<file path="src/rtl/fluxo_dados_rodada.sv">
// Round datapath: seed select by button, seed word fetch from external ROM, alive-player walk.
// Player pointer moves one cycle after avanca/nova_rodada; pulse-driven, no backpressure.
module fluxo_dados_rodada #(
  parameter int N_JOG    = 5,
  parameter int W_CLASSE = 2,
  parameter int N_SEEDS  = 20,
  parameter int W_ADDR   = 5,
  parameter int W_JOG    = 3
) (
  input  logic                        clock,
  input  logic                        rst_global_n,
  input  logic                        botao,
  input  logic                        zera_seed,
  input  logic                        iniciar,
  input  logic                        avanca,
  input  logic                        nova_rodada,
  input  logic                        elimina,
  input  logic [W_JOG-1:0]            elimina_idx,
  output logic [W_ADDR-1:0]           seed_addr,
  input  logic [N_JOG*W_CLASSE-1:0]   seed_dado,
  output logic [N_JOG*W_CLASSE-1:0]   jogo_atual,
  output logic [W_JOG-1:0]            jogador_atual,
  output logic [W_CLASSE-1:0]         classe_atual,
  output logic                        valido,
  output logic                        fim,
  output logic [N_JOG-1:0]            vivos,
  output logic [W_JOG-1:0]            n_vivos,
  output logic [1:0]                  db_estado
);

  typedef enum logic [1:0] {IDLE = 2'd0, LOAD = 2'd1, REVEAL = 2'd2, DONE = 2'd3} estado_t;

  estado_t                     estado_q, estado_d;
  logic                        botao_q, botao_d;
  logic [W_ADDR-1:0]           addr_q, addr_d;
  logic [N_JOG*W_CLASSE-1:0]   jogo_q, jogo_d;
  logic [W_JOG-1:0]            jog_q, jog_d;
  logic [N_JOG-1:0]            vivos_q, vivos_d, vivos_elim;
  logic                        prox_ok, prim_ok;
  logic [W_JOG-1:0]            prox_idx, prim_idx;
  logic [W_JOG-1:0]            cnt;
  logic [W_CLASSE-1:0]         classe;

  // Elimination only after a word has been loaded; out-of-range indices match no bit.
  always_comb begin
    vivos_elim = vivos_q;
    if (elimina && (estado_q == REVEAL || estado_q == DONE)) begin
      for (int j = 0; j < N_JOG; j++) begin
        if (elimina_idx == W_JOG'(j)) vivos_elim[j] = 1'b0;
      end
    end
  end

  // Searches run on the post-elimination mask so a same-cycle elimina is honoured.
  always_comb begin
    prox_ok  = 1'b0;
    prox_idx = jog_q;
    prim_ok  = 1'b0;
    prim_idx = '0;
    for (int j = N_JOG - 1; j >= 0; j--) begin
      if (vivos_elim[j]) begin
        prim_ok  = 1'b1;
        prim_idx = W_JOG'(j);
        if (W_JOG'(j) > jog_q) begin
          prox_ok  = 1'b1;
          prox_idx = W_JOG'(j);
        end
      end
    end
  end

  always_comb begin
    cnt = '0;
    for (int j = 0; j < N_JOG; j++) cnt = cnt + W_JOG'(vivos_q[j]);
  end

  always_comb begin
    classe = '0;
    for (int j = 0; j < N_JOG; j++) begin
      if (jog_q == W_JOG'(j)) classe = jogo_q[j*W_CLASSE +: W_CLASSE];
    end
  end

  always_comb begin
    estado_d = estado_q;
    botao_d  = botao;
    addr_d   = addr_q;
    jogo_d   = jogo_q;
    jog_d    = jog_q;
    vivos_d  = vivos_elim;
    case (estado_q)
      IDLE: begin
        if (zera_seed) begin
          addr_d = '0;
        end else if (botao && !botao_q) begin
          addr_d = (addr_q == W_ADDR'(N_SEEDS - 1)) ? '0 : addr_q + W_ADDR'(1);
        end
        if (iniciar) estado_d = LOAD;
      end
      LOAD: begin
        jogo_d   = seed_dado;
        vivos_d  = '1;
        jog_d    = '0;
        estado_d = REVEAL;
      end
      REVEAL: begin
        if (nova_rodada) begin
          if (prim_ok) jog_d = prim_idx;
          else         estado_d = DONE;
        end else if (!prim_ok) begin
          estado_d = DONE;
        end else if (avanca) begin
          if (prox_ok) jog_d = prox_idx;
          else         estado_d = DONE;
        end
      end
      DONE: begin
        if (nova_rodada && prim_ok) begin
          jog_d    = prim_idx;
          estado_d = REVEAL;
        end
      end
      default: estado_d = IDLE;
    endcase
  end

  always_ff @(posedge clock) begin
    if (!rst_global_n) begin
      estado_q <= IDLE;
      botao_q  <= 1'b0;
      addr_q   <= '0;
      jogo_q   <= '0;
      jog_q    <= '0;
      vivos_q  <= '1;
    end else begin
      estado_q <= estado_d;
      botao_q  <= botao_d;
      addr_q   <= addr_d;
      jogo_q   <= jogo_d;
      jog_q    <= jog_d;
      vivos_q  <= vivos_d;
    end
  end

  assign seed_addr     = addr_q;
  assign jogo_atual    = jogo_q;
  assign jogador_atual = jog_q;
  assign classe_atual  = classe;
  assign valido        = (estado_q == REVEAL);
  assign fim           = (estado_q == DONE);
  assign vivos         = vivos_q;
  assign n_vivos       = cnt;
  assign db_estado     = estado_q;

endmodule

</file>
<file path="config.mk">
export PLATFORM = sky130hd
export DESIGN_NAME = fluxo_dados_rodada
export DESIGN_NICKNAME = d
export VERILOG_FILES = /design/src/rtl/fluxo_dados_rodada.sv
export SDC_FILE = /design/constraint.sdc
export NUM_CORES = 1
export LEC_CHECK = 0
export BUFFER_PORTS_ARGS = -buffer_cell sky130_fd_sc_hd__buf_4
export CAP_MARGIN = 5
export CORE_MARGIN = 4
export CORE_UTILIZATION = 40
export DETAILED_ROUTE_END_ITERATION = 8
export PLACE_DENSITY = 0.73
export SYNTH_ARGS = -nofsm -noshare
export SYNTH_HDL_FRONTEND = slang
export SYNTH_SLANG_ARGS = --single-unit
</file>
<file path="constraint.sdc">
create_clock -name clock -period 2.8 [get_ports clock]
set_clock_uncertainty 0.15 [all_clocks]
set_input_delay 0.56 -clock clock [delete_from_list [all_inputs] [get_ports clock]]
set_output_delay 0.56 -clock clock [all_outputs]
set_load 0.02 [all_outputs]
</file>
==> run metrics <==
crit-path leading delay family adder cells; final period utilization 96.61%; Slew Limit Fails 0; root buffer cell clkbuf_8; DR iter-0 viols 73; post-layout util a little under three fifths; clk_lat worst skew roughly 0.26 ns; Crit Path Category reg2out; cts hold-fix bufs 0; EDFF count, synth 0; Crit Path Max Fanout 3; Final Critical Period 2.705 ns; sequential share of the synthesized area between 30% and 40%; largest cells by area after synthesis dfxtp_1, nand2_1, a21boi_0, o21ai_0, mux4_2; cell mode on critical path fa_1; Area after DPL 0.001874 mm2; prevailing post-synth register cell dfxtp_1; Buf/Inv on CP 1; GR met1 Demand/Resource between 20% and 30%; max_slew headroom between 60% and 70%; post-synth top area share about 35%; MaxCap Viol Count 0; Final setup viols 0; Post-Route WL about 3.4 mm; top-level port count 53; Final Cell Area roughly 0.0019 mm2; worst setup margin 0.09488 ns; met3 usage under 10%; final hold violation count 0; Total GRT Usage between 10% and 20%; #FFs+latches synth 26; number of global-route vias before repair about 1300; number of port buffers 52; GPL Wtd Cong 0.8409; Vert. Die Dim 68.63 um; Mean Syn Cell Area about 8.4 um2; # diodes 0; status completed; initial antenna violation count 0; drt first pass iters 4; Final HPWL DP ~2.6 mm; # H-tree levels 1; power per cell area 433.0 mW/mm2; Clock transition at path regs about 0.090 ns; Max VDD drop about 0.00039 V; critical path cell sequence fa_1 -> fa_1 -> ha_1 -> buf_4; ys async rst share 0%; nets 248; Sequential Power Share around half; Yosys cell types 47; Residual DRC 0; part of the power in combinational logic between 20% and 30%; Starting Density around 43%; Sum Neg Setup Slack 0 ns; global-route congestion overflow total 0; grt met2 use about 25%; total CTS buffers 3; Mapped Cells between 150 and 200; CTS tree done; gr busiest metal met2; YS warnings 0; clk sinks 26; Worst-Margin Slew approximately 0.47 ns; Synth-to-Final Area Change 31.32%; first-pass GRT wire length about 5.6 mm; DIE AREA between 0.004 and 0.005 mm2; count of antenna-violating nets left after detailed routing 0; FMAX roughly 0.37 GHz; via count around 1400; overall power roughly 0.84 mW; CP max stage cell fa_1; CP peak stage delay between 0.4 and 0.5 ns; Synthesized Nets 200; vias per cell 5.090; Crit. End Element primary output; Critical Path Start Type register; internal power roughly 0.6 mW; Post-Syn Area ~0.0015 mm2; Die X-Extent about 69 um; pin count of the biggest net entering global routing 23; power share of the clock group ~28%; Lkg Pwr between 0.7 and 0.8 nW; clk buf depth 2; core area 0.003442 mm2; Hold Path Class reg2reg; Row Count 21; share of cells above drive strength 1 30.63%; RSZ-0062 raised after global routing no; Avg WL per Cell between 10 and 15 um; pre-CTS setup slack around 0.35 ns; Required @ worst endpoint 2.09 ns; Net Switching roughly 0.24 mW; Sw Ratio 28.57%; Critical Path AT approximately 2.0 ns; largest area contributor in the netlist dfxtp_1
## stage by stage
stage,hold WS [ns],cells
floorplan,0.3997,175
global placement,0.3176,264
detailed placement,0.3229,264
CTS,0.3358,268
global route,0.3609,268
finish,0.3304,268
## cell families after synthesis
group,Yosys count,synth area share (%)
and+or+nand+nor,73,24.68
AOI/OAI and AO/OA,50,24.68
DFF,26,35.40
buffers and inverters,15,4.510
muxes,4,4.510
adders and majority gates,4,4.425
xor gates and xnor gates,3,1.788
## layout make-up
type / instances / area, um2
Timing Repair Buffer: 52 / 390.4
Fill cell: 337 / 1511
Clock buffer: 4 / 55.05
Sequential cell: 26 / 521.8
Multi-Input combinational cell: 134 / 883.3
Tap cell: 46 / 57.56
Inverter: 6 / 22.52
## cells in the mapped netlist (2+ instances only)
master / instances
buf_2: 2
and2_1: 4
clkbuf_1: 6
dfxtp_1: 26
nand3_1: 4
fa_1: 2
o21ai_0: 15
inv_1: 5
nor2_1: 10
xor2_1: 3
o21ai_2: 2
a31oi_1: 3
nand2_1: 33
mux4_2: 2
nor2b_1: 5
nand2b_1: 5
a21oi_1: 5
nand4_1: 3
ha_1: 2
a21boi_0: 11
## final timing paths
| path | from | end | slack (ns) | cells after the start |
|---|---|---|---|---|
| max | vivos[1] | n_vivos[1] | 0.09 | 4 |
| min | jogo_atual[1] | jogo_atual[1] | 0.33 | 2 |
| max reg2reg | db_estado[1] | jogador_atual[1] | 0.53 | 6 |
| min reg2reg | jogo_atual[1] | jogo_atual[1] | 0.33 | 2 |
## worst min-delay path, stage by stage (launching register included)
cell and delay (ns):
dfxtp_1 0.33, nand2_1 0.05, a21boi_0 0.06
## state kept, by name, indices dropped and copies added (netlist names)
name and flops:
jogador_atual 3, vivos 5, botao_q 1, jogo_atual 10, db_estado 2, seed_addr 5
## layout by cell type (no fill, tap or decap), drive strengths merged, types with 2 or more instances in the layout
cell type,instances
buf,52
nand2,33
dfxtp,26
o21ai,19
a21boi,11
nor2,10
inv,6
nor2b,5
nand2b,5
a21oi,5
and2,4
nand3,4
clkbuf,4
nand4,3
xor2,3
a31oi,3
mux4,2
fa,2
ha,2
or3b,2
o41ai,2
## per-layer routing
layer | share of wire [%] | up-vias
li1 | - | 709
met1 | 44 | 611
met2 | 49 | 42
met3 | 6.6 | 2
met4 | 0.50 | 0
met5 | 0 | -
## power groups by stage
stage | Clock (mW) | Combinational (mW) | Sequential (mW)
final | 0.238 | 0.184 | 0.414
after global routing | 0.266 | 0.205 | 0.420
after CTS | 0.252 | 0.186 | 0.414
after detailed placement | 0 | 0.186 | 0.423
after global placement | 0 | 0.184 | 0.423
after floorplan | 0 | 0.103 | 0.430
## what timing repair did
item / 4_1_cts / 5_1_grt
endpoints found under the setup margin: 0 / 1
buffers inserted: 0 / 0
hold endpoints to repair: 0 / 0
gates resized for setup: 0 / 1
Power figures use the tool's default switching activity.
